--- config.mk ---
export PLATFORM = sky130hd
export DESIGN_NAME = pc_unit_flat
export DESIGN_NICKNAME = d
export VERILOG_FILES = /design/src/rtl/mips_pc_pkg.sv /design/src/rtl/pc_unit_if.sv /design/src/rtl/pc_ras.sv /design/src/rtl/pc_unit.sv /design/src/flat_wrapper.sv
export SDC_FILE = /design/constraint.sdc
export NUM_CORES = 1
export LEC_CHECK = 0
export CAP_MARGIN = 20
export CORE_ASPECT_RATIO = 0.8
export CORE_MARGIN = 3
export CORE_UTILIZATION = 50
export DETAILED_ROUTE_END_ITERATION = 6
export PLACE_DENSITY = 0.83
export SYNTH_ARGS = -nofsm -noshare
export SYNTH_HDL_FRONTEND = slang
export SYNTH_SLANG_ARGS = --single-unit
--- constraint.sdc ---
create_clock -name clk -period 3.45 [get_ports clk]
set_input_delay 0.345 -clock clk [delete_from_list [all_inputs] [get_ports clk]]
set_output_delay 0.345 -clock clk [all_outputs]
set_load 0.02 [all_outputs]
--- src/rtl/mips_pc_pkg.sv ---
// Shared constants for the program-counter unit: next-PC select codes and
// the word-alignment pattern.
package mips_pc_pkg;
  localparam logic [2:0] SEL_SEQ = 3'd0;
  localparam logic [2:0] SEL_BR  = 3'd1;
  localparam logic [2:0] SEL_J   = 3'd2;
  localparam logic [2:0] SEL_JR  = 3'd3;
  localparam logic [2:0] SEL_RET = 3'd4;

  localparam logic [1:0] ALIGN_ZERO = 2'b00;
endpackage

--- src/rtl/pc_unit_if.sv ---
// Control-unit <-> PC-unit bundle. master drives the control flags,
// slave (the PC unit) returns the PC and RAS status.
interface pc_unit_if #(parameter int WIDTH = 32);
  logic             stall;
  logic             branch_taken;
  logic [15:0]      br_offset;
  logic             jump;
  logic [25:0]      jump_index;
  logic             jreg;
  logic [WIDTH-1:0] jreg_target;
  logic             call;
  logic             ret;
  logic [WIDTH-1:0] pc;
  logic [WIDTH-1:0] pc_plus_step;
  logic             ras_empty;
  logic             ras_full;
  logic             misalign_err;

  modport master (
    output stall, branch_taken, br_offset, jump, jump_index,
           jreg, jreg_target, call, ret,
    input  pc, pc_plus_step, ras_empty, ras_full, misalign_err
  );

  modport slave (
    input  stall, branch_taken, br_offset, jump, jump_index,
           jreg, jreg_target, call, ret,
    output pc, pc_plus_step, ras_empty, ras_full, misalign_err
  );
endinterface

--- src/rtl/pc_ras.sv ---
// Return-address stack: circular buffer with a top pointer and an entry count.
// Pushing into a full stack silently overwrites the oldest entry.
module pc_ras #(
  parameter int WIDTH     = 32,
  parameter int RAS_DEPTH = 4
) (
  input  logic             clk,
  input  logic             reset_n,
  input  logic             push,
  input  logic             pop,
  input  logic [WIDTH-1:0] push_data,
  output logic [WIDTH-1:0] top_data,
  output logic             empty,
  output logic             full
);
  localparam int PW = $clog2(RAS_DEPTH);

  logic [RAS_DEPTH-1:0][WIDTH-1:0] mem;
  logic [PW-1:0]                   top;
  logic [PW-1:0]                   top_nxt;
  logic [PW:0]                     cnt;

  assign top_nxt  = top + 1'b1;
  assign top_data = mem[top];
  assign empty    = (cnt == '0);
  assign full     = (cnt == (PW+1)'(RAS_DEPTH));

  // pop outranks push; the pointer wraps so a full push lands on the oldest slot
  always_ff @(posedge clk or negedge reset_n) begin
    if (!reset_n) begin
      mem <= '0;
      top <= '0;
      cnt <= '0;
    end else if (pop && !empty) begin
      top <= top - 1'b1;
      cnt <= cnt - 1'b1;
    end else if (push) begin
      mem[top_nxt] <= push_data;
      top          <= top_nxt;
      if (!full) cnt <= cnt + 1'b1;
    end
  end
endmodule

--- src/rtl/pc_unit.sv ---
// Program-counter unit: PC register, next-PC select (seq/branch/jump/jr/return)
// and return-address stack for jal / jr $ra.
module pc_unit
  import mips_pc_pkg::*;
#(
  parameter int               WIDTH     = 32,
  parameter logic [WIDTH-1:0] RESET_VEC = '0,
  parameter int               STEP      = 4,
  parameter int               RAS_DEPTH = 4
) (
  input logic       clk,
  input logic       reset_n,
  pc_unit_if.slave  bus
);
  logic [WIDTH-1:0] pc_q;
  logic [WIDTH-1:0] pps;
  logic [WIDTH-1:0] br_tgt;
  logic [WIDTH-1:0] j_tgt;
  logic [WIDTH-1:0] tgt;
  logic [WIDTH-1:0] ras_top;
  logic signed [WIDTH-1:0] br_sx;
  logic [27:0]      j_low;
  logic [2:0]       sel;
  logic             ras_empty, ras_full;
  logic             ras_push, ras_pop;
  logic             err_q;
  logic             misaligned;

  assign pps    = pc_q + WIDTH'(STEP);
  assign br_sx  = WIDTH'($signed(bus.br_offset));
  assign br_tgt = pps + (br_sx << 2);
  assign j_low  = {bus.jump_index, ALIGN_ZERO};

  // upper PC bits come from the delay-slot address; narrow PCs just truncate
  if (WIDTH > 28) begin : g_jhi
    assign j_tgt = {pps[WIDTH-1:28], j_low};
  end else begin : g_jlo
    assign j_tgt = j_low[WIDTH-1:0];
  end

  always_comb begin
    sel = SEL_SEQ;
    if (bus.ret && !ras_empty)   sel = SEL_RET;
    else if (bus.jreg || bus.ret) sel = SEL_JR;
    else if (bus.jump)            sel = SEL_J;
    else if (bus.branch_taken)    sel = SEL_BR;
  end

  always_comb begin
    tgt = pps;
    case (sel)
      SEL_RET: tgt = ras_top;
      SEL_JR:  tgt = bus.jreg_target;
      SEL_J:   tgt = j_tgt;
      SEL_BR:  tgt = br_tgt;
      default: tgt = pps;
    endcase
  end

  assign misaligned = (tgt[1:0] != ALIGN_ZERO);

  // a simultaneous ret drops the push even when the stack is empty
  assign ras_push = !bus.stall && bus.call && !bus.ret;
  assign ras_pop  = !bus.stall && bus.ret && !ras_empty;

  pc_ras #(.WIDTH(WIDTH), .RAS_DEPTH(RAS_DEPTH)) u_ras (
    .clk       (clk),
    .reset_n   (reset_n),
    .push      (ras_push),
    .pop       (ras_pop),
    .push_data (pps),
    .top_data  (ras_top),
    .empty     (ras_empty),
    .full      (ras_full)
  );

  always_ff @(posedge clk or negedge reset_n) begin
    if (!reset_n) begin
      pc_q  <= RESET_VEC;
      err_q <= 1'b0;
    end else if (!bus.stall) begin
      pc_q <= {tgt[WIDTH-1:2], ALIGN_ZERO};
      if (misaligned) err_q <= 1'b1;
    end
  end

  assign bus.pc           = pc_q;
  assign bus.pc_plus_step = pps;
  assign bus.ras_empty    = ras_empty;
  assign bus.ras_full     = ras_full;
  assign bus.misalign_err = err_q;
endmodule

--- src/flat_wrapper.sv ---
// flat-port wrapper written by rule: the top's interface ports become plain ports
module pc_unit_flat import mips_pc_pkg::*;
#(
  parameter int               WIDTH     = 32,
  parameter logic [WIDTH-1:0] RESET_VEC = '0,
  parameter int               STEP      = 4,
  parameter int               RAS_DEPTH = 4
)
  (clk, reset_n, bus_stall, bus_branch_taken, bus_br_offset, bus_jump, bus_jump_index, bus_jreg, bus_jreg_target, bus_call, bus_ret, bus_pc, bus_pc_plus_step, bus_ras_empty, bus_ras_full, bus_misalign_err);
  pc_unit_if #(.WIDTH(WIDTH)) bus_i ();
  input logic clk;
  input logic reset_n;
  input wire logic [$bits(bus_i.stall)-1:0] bus_stall;
  input wire logic [$bits(bus_i.branch_taken)-1:0] bus_branch_taken;
  input wire logic [$bits(bus_i.br_offset)-1:0] bus_br_offset;
  input wire logic [$bits(bus_i.jump)-1:0] bus_jump;
  input wire logic [$bits(bus_i.jump_index)-1:0] bus_jump_index;
  input wire logic [$bits(bus_i.jreg)-1:0] bus_jreg;
  input wire logic [$bits(bus_i.jreg_target)-1:0] bus_jreg_target;
  input wire logic [$bits(bus_i.call)-1:0] bus_call;
  input wire logic [$bits(bus_i.ret)-1:0] bus_ret;
  output wire logic [$bits(bus_i.pc)-1:0] bus_pc;
  output wire logic [$bits(bus_i.pc_plus_step)-1:0] bus_pc_plus_step;
  output wire logic [$bits(bus_i.ras_empty)-1:0] bus_ras_empty;
  output wire logic [$bits(bus_i.ras_full)-1:0] bus_ras_full;
  output wire logic [$bits(bus_i.misalign_err)-1:0] bus_misalign_err;
  assign bus_i.stall = bus_stall;
  assign bus_i.branch_taken = bus_branch_taken;
  assign bus_i.br_offset = bus_br_offset;
  assign bus_i.jump = bus_jump;
  assign bus_i.jump_index = bus_jump_index;
  assign bus_i.jreg = bus_jreg;
  assign bus_i.jreg_target = bus_jreg_target;
  assign bus_i.call = bus_call;
  assign bus_i.ret = bus_ret;
  assign bus_pc = bus_i.pc;
  assign bus_pc_plus_step = bus_i.pc_plus_step;
  assign bus_ras_empty = bus_i.ras_empty;
  assign bus_ras_full = bus_i.ras_full;
  assign bus_misalign_err = bus_i.misalign_err;
  pc_unit #(.WIDTH(WIDTH), .RESET_VEC(RESET_VEC), .STEP(STEP), .RAS_DEPTH(RAS_DEPTH)) u_core (.clk(clk), .reset_n(reset_n), .bus(bus_i));
endmodule
# ---- After elaboration in Yosys (flattened, before gate mapping)
# Index checks and enable logic that the tools add are counted.
# W data, S select, Z words.
dict set report totals {
  reg_bits 164
  input_bits 82
  out_inout_bits 67
  elab_cells 57
}
dict set report op_classes {
  n_addsub 6
  magnitude_cmp 3
  n_eq_ne 6
  n_mux 15
  bitwise 2
  n_reduce_logical 17
}
# cell count
set op_table {}
lappend op_table {{$bwmux W128} 1}
lappend op_table {{$pmux W32 S4} 1}
lappend op_table {{$bmux W32 S2} 1}
lappend op_table {{$demux W32 S2} 1}
lappend op_table {{$mux W32} 2}
lappend op_table {{$add A32 B3 Y32 const B} 1}
lappend op_table {{$add A32 B32 Y32} 1}
lappend op_table {{$mux W3} 6}
lappend op_table {{$logic_and A1 B1 Y1} 7}
lappend op_table {{$eq A3 B2 Y1 const B} 2}
lappend op_table {{$eq A3 B3 Y1 const B} 2}
lappend op_table {{$lt A2 B3 Y1 const B} 2}
lappend op_table {{$reduce_and A2 Y1} 3}
lappend op_table {{$mux W2} 2}
lappend op_table {{$reduce_bool A2 Y1} 2}
lappend op_table {{$add A3 B1 Y3 const B} 1}
lappend op_table {{$eq A3 B1 Y1 const B} 1}
lappend op_table {{$logic_not A1 Y1} 3}
lappend op_table {{$logic_not A3 Y1} 1}
lappend op_table {{$sub A3 B1 Y3 const B} 1}
lappend op_table {{$add A2 B1 Y2 const B} 1}
lappend op_table {{$ge A2 B1 Y1 const B} 1}
lappend op_table {{$ne A2 B1 Y1 const B} 1}
lappend op_table {{$not A1 Y1} 2}
lappend op_table {{3 further kinds} 3}

# ---- Logic depth before layout (Yosys ltp)
dict set report depth {
  depth_word 8
  ltp_mapped 18
  ltp_nobuf 15
}

# ---- Hierarchy
# A second synthesis with hierarchy kept.
dict set report unflattened {
  hier_cells 916
  hier_area_um2 10876.7
}
# mod n_inst cells_per_inst area_each_um2 seq_area_each_um2
set modules_own_cells {}
lappend modules_own_cells {pc_ras 1 354 6550.0 3328.2}
lappend modules_own_cells {pc_unit 1 562 4326.6 775.7}

# ---- Worst setup path before layout
# OpenSTA, ideal clock, no wires.
dict set report synth_path {
  path_kind {reg2reg}
  start {register u_core.pc_q[8], in the netlist u_core.bus.pc[8]}
  end {register u_core.pc_q[31], in the netlist u_core.bus.pc[31]}
  setup_ps 134
  arrival_time_ps 3509
  required_time_ps 3316
  setup_slack_ps -193
  path_stages_with_launch 18
  path_buffers 2
  period_less_slack_ps 3643
  cell_sequence {dfrtp_1 > buf_6 > nand3_2 > nor4_4 > and4_2 > nand3_1 > xor2_1 > inv_1 > ha_1 > clkbuf_1 > nand2_1 > nor3_1 > nor4_1 > o21a_1 > a311oi_1 > nand2_1 > o31ai_1 > a31oi_1}
}
dict set report synth_between {
  elab_chain_len 3
}
# element line_no
set synth_lines {}
lappend synth_lines {{start: declaration} pc_unit.sv:15} ;# logic [WIDTH-1:0] pc_q;
lappend synth_lines {{start signal: assignment} pc_unit.sv:82} ;# pc_q <= {tgt[WIDTH-1:2], ALIGN_ZERO};
lappend synth_lines {{$add A32 B3 Y32} pc_unit.sv:29} ;# assign pps = pc_q + WIDTH'(STEP);
lappend synth_lines {{via bus_pc_plus_step[28]} flat_wrapper.sv:23} ;# output wire logic [$bits(bus_i.pc_plus_step)-1:0] bus_pc_plus_step;
lappend synth_lines {{$add A32 B32 Y32} pc_unit.sv:31} ;# assign br_tgt = pps + (br_sx << 2);
lappend synth_lines {{$pmux W32 S4} pc_unit.sv:51} ;# case (sel)
# The timed path passes the listed nets, and every way through them passes these cells.
# A chain may end at the register's enable or synchronous reset.

# ---- Worst setup path after layout
dict set report layout_path {
  start {register u_core.pc_q[14], in the netlist u_core.bus.pc[14]}
  end {register u_core.pc_q[23], in the netlist u_core.bus.pc[23]}
}
dict set report layout_between {
  elab_chain_len 3
}
# element line_no
set layout_lines {}
lappend layout_lines {{$add A32 B3 Y32 (*)} pc_unit.sv:29}
lappend layout_lines {{$add A32 B32 Y32} pc_unit.sv:31}
lappend layout_lines {{$pmux W32 S4 (*)} pc_unit.sv:51}
# Mark *: on every way between the ends. The rest lies on a longest branch, timed or not.

==> results.cfg <==
[logic_synthesis]
netlist_instances = 1097
number_of_synthesized_flops_with_an_enable_pin = 0
yosys.cell_types.count = 77
post_synthesis_sequential_area_ratio = 0.390
yosys_warnings = 0
asyncSetResetFlopFracSynth = 1.00
syn_area_sq_um = 10000
mean_post_synth_cell_area_sq_um = 9.12
ys_dominant_reg_cell = dfrtp_1
postSynthRegisterBits = 156

[grt]
largest_net_degree_at_the_start_of_global_routing = 84
groute.usage.overall = 0.311
grt_first_pass_wirelength_mm = 52.0
grt_remaining_overflow = 0
first_global_vias = 9499
grt_antenna_before_repair = 1

[worst_setup_path]
critical_path.n_buffers_inverters = 2
reg2reg_slack_ns = 0.08
critPathLaunchType = register
cpMaxStageDelayCell = dfrtp_1
critical_path.max_fanout = 5
cp_slowest_stage_delay_ns = 0.42
crit_chain = nand3_4 -> nor4_4 -> buf_4 -> nand4_1 -> xnor2_2 -> inv_1 -> ha_2 -> nand3_1 -> or3_1 -> a31oi_4 -> xor2_1 -> nand2_1 -> a31oi_1
setup.worst_path.end_class = register
critical_path_required_time_ns = 3.80
r2r-start = u_core.bus.pc[14]
arrival_ns = 3.72
critical_path_class = reg -> reg
critical_path.top_delay_family = simple AND/OR/NAND/NOR gates
r2r_cells = 13
endpoint_of_the_worst_slack_reg_to_reg_timing_path = u_core.bus.pc[23]

[pwr]
power_switching_share = 0.428
power_per_cell_area_nw_per_um2 = 931
share_clk_of_total_power = 0.140
vdd_drop_max_mv = 0.499
power.internal_uw = 7250
p_total_uw = 12700
leakage_uw = 0.00577
p_sw_uw = 5430
power.combinational.fraction = 0.589
seq_power_share = 0.271

[sta]
slew_viol_final = 0
finalCriticalPeriod_ns = 3.37
worst_hold_slack_ns = -0.00776
max-slew-margin-rel = 0.452
worst_slack_ns = 0.0790
rsz_0062_raised_after_global_routing = true
timing_hold_violations_final = 11
max_clock_freq_mhz = 297
worst_pin_slew_ns = 0.822
final_min_period_over_clock_period = 0.977
fin_worst_skew_ns = 0.0120
setup-violations-final = 0

[detailed_routing]
drtPass1Iterations = 5
drt-vias-per-instance = 6.20
vias = 9981
drcViolationCount = 0
routed_wire_length_per_instance_um = 21.8
wl_mm = 35.1
dr.first_iter.drc_count = 1538
postRouteAntennaNets = 0

[placed_design]
dpl.hpwl_mm = 24.7
detailedPlace.worstSlack_ns = -0.0868
number_of_input_and_output_port_buffers_inserted = 144
gp_routability_congestion = 1.03

[finish]
diodes = 0
area_added_between_synthesis_and_finish_pct = 36.0
number_of_nets_in_the_layout = 1467
layout_cell_share_with_drive_strength_beyond_1 = 0.240

[flow_run]
cap_violations = 0

[run_status]
failed_checks = hold timing
status = finished, violations left

[floorplan]
start_util = 0.518
fp.dieArea_sq_um = 21800
io_pins = 149
die_width_um = 164
row_count = 45
die_height_um = 133
fp.coreArea_sq_um = 19300

[cts]
cts_tree = done
cts_max_level = 4
clockBufferDepth = 2
tritoncts.num_buffers = 17
clkSinkCount = 156
cts.root.buffer_cell = clkbuf_16
clkLatencyLatePin_ns = 0.43
cts.reportedPaths.clkPinSlew_ns = 0.06

[min_path]
worstHoldPathType = in -> async
[layer usage]
layer  track usage  vias to the layer above  part of all wire
li1              -                     4423                 -
met1         0.442                     4816              0.41
met2         0.460                      638              0.44
met3        0.0754                      102              0.12
met4         0.123                        2             0.039
met5             0                        -           0.00020
[cells in the final DEF (no fill, tap or decap), drive strengths merged, types with 7 or more instances in the layout]
cell type | Yosys | routed
o22ai | 7 | 7
clkbuf | 49 | 21
nor4 | 7 | 7
nand2 | 72 | 72
ha | 42 | 42
xor2 | 24 | 24
nand3 | 28 | 28
nand4 | 13 | 13
a221o | 12 | 12
a31oi | 13 | 13
and2 | 10 | 10
o21ai | 42 | 42
a221oi | 11 | 11
mux2 | 10 | 10
mux4 | 30 | 30
a22oi | 11 | 11
nor2 | 161 | 161
buf | 25 | 154
and3 | 7 | 7
inv | 49 | 50
a21oi | 181 | 181
dfrtp | 156 | 156
clkdlybuf4s50 | 0 | 142
o21a | 7 | 7
a21o | 12 | 12
nor3 | 12 | 12
xnor2 | 27 | 27
[Yosys cell counts, types with 4 or more instances]
master | number | share of area
nand2b_1 | 5 | 0.0031
a221o_1 | 12 | 0.012
o22ai_1 | 7 | 0.0044
nor4_1 | 5 | 0.0031
nor2b_1 | 6 | 0.0038
a221oi_1 | 11 | 0.0096
o22a_1 | 5 | 0.0044
mux2_2 | 9 | 0.010
nor2_1 | 161 | 0.060
buf_1 | 8 | 0.0030
xnor2_1 | 27 | 0.024
a21o_1 | 12 | 0.0090
and3_1 | 6 | 0.0038
o221ai_1 | 4 | 0.0035
and2_0 | 4 | 0.0025
inv_1 | 48 | 0.018
buf_4 | 4 | 0.0030
o31ai_1 | 4 | 0.0030
a31oi_1 | 13 | 0.0081
mux2i_1 | 6 | 0.0060
a21oi_1 | 180 | 0.090
buf_2 | 11 | 0.0055
o21a_1 | 7 | 0.0052
nand3_1 | 25 | 0.013
nand4_1 | 11 | 0.0069
clkbuf_1 | 43 | 0.016
o21ai_1 | 5 | 0.0025
and2_1 | 6 | 0.0038
ha_1 | 42 | 0.052
mux4_2 | 29 | 0.065
a22oi_1 | 11 | 0.0083
a211oi_1 | 5 | 0.0038
xor2_1 | 22 | 0.019
dfrtp_1 | 156 | 0.39
nand2_1 | 72 | 0.027
o21ai_0 | 37 | 0.019
nor3_1 | 10 | 0.0050
clkbuf_8 | 5 | 0.0069
[worst reg2reg max path: cells and delay by family, from the launching register on]
family / cells / cell delay (ns)
and+or+nand+nor: 6 / 1.29
xor gates and xnor gates: 2 / 0.50
DFF: 1 / 0.42
AOI/OAI and AO/OA: 2 / 0.39
adders and majority gates: 1 / 0.40
buffers and inverters: 2 / 0.30
[metrics by stage]
| stage | std cells | hold WS [ns] | setup TNS, ns | util | cell area (sq um) |
|---|---|---|---|---|---|
| 6_report | 1610 | -0.00776 | 0 | 0.705 | 13600 |
| 2_1_floorplan | 1100 | 0.0494 | 0 | - | 10100 |
| 3_3_place_gp | 1571 | 0.462 | -0.0287 | 0.653 | 12600 |
| 4_1_cts | 1601 | 0.00879 | -0.00527 | 0.685 | 13200 |
| 3_5_place_dp | 1571 | 0.463 | -0.214 | 0.653 | 12600 |
| 5_1_grt | 1610 | 0.0406 | -0.266 | 0.705 | 13600 |
[flip-flops by register name (all words and copies together) (netlist names)]
register / flops
u_core.u_ras.mem: 120
u_core.bus.pc: 30
u_core.u_ras.top: 2
u_core.bus.misalign_err: 1
u_core.u_ras.cnt: 3
[power groups by stage]
stage | registers (uW) | logic (uW) | clock network [uW]
2_1_floorplan | 3420 | 3920 | 0
3_3_place_gp | 3330 | 6660 | 0
3_5_place_dp | 3390 | 6820 | 0
4_1_cts | 3410 | 6970 | 1780
5_1_grt | 3530 | 7960 | 1860
6_report | 3440 | 7470 | 1770
[final cells by class]
type	instances	area, sq um
Timing Repair Buffer	296	2610
Clock inverter	9	90.1
Tap cell	258	323
Inverter	49	184
Fill cell	1375	5700
Multi-Input combinational cell	821	6030
Clock buffer	21	460
Sequential cell	156	3910
[what timing repair did]
action / in CTS / in global routing
pin swaps: 0 / 15
setup buffers: 0 / 9
hold buffers: 0 / 0
hold endpoints to repair: 0 / 0
resized for setup: 10 / 61
endpoints found under the setup margin: 5 / 16
[logic make-up after synthesis]
family / count (synthesis) / synth area share
other: 1 / 0.000375
adder cells (fa/ha/maj): 44 / 0.0565
flip-flops: 156 / 0.390
AND/OR/NAND/NOR: 338 / 0.160
AO/OA/AOI/OAI: 338 / 0.205
buffers and inverters: 123 / 0.0556
XOR/XNOR: 51 / 0.0473
multiplexers: 46 / 0.0855
[worst max path at each step]
stage / start / end / slack (ns) / cells after the start
CTS: u_core.bus.pc[2] / u_core.bus.pc[21] / -0.005 / 13
detailed placement: u_core.bus.pc[15] / u_core.bus.pc[27] / -0.09 / 15
global route: u_core.bus.pc[15] / u_core.bus.pc[31] / -0.09 / 16
floorplan: u_core.bus.pc[8] / u_core.bus.pc[31] / 0.002 / 16
finish: u_core.bus.pc[14] / u_core.bus.pc[23] / 0.08 / 13
global placement: bus_br_offset[0] / u_core.bus.pc[28] / -0.03 / 12
Note: power is estimated with default switching activity, not from simulation.
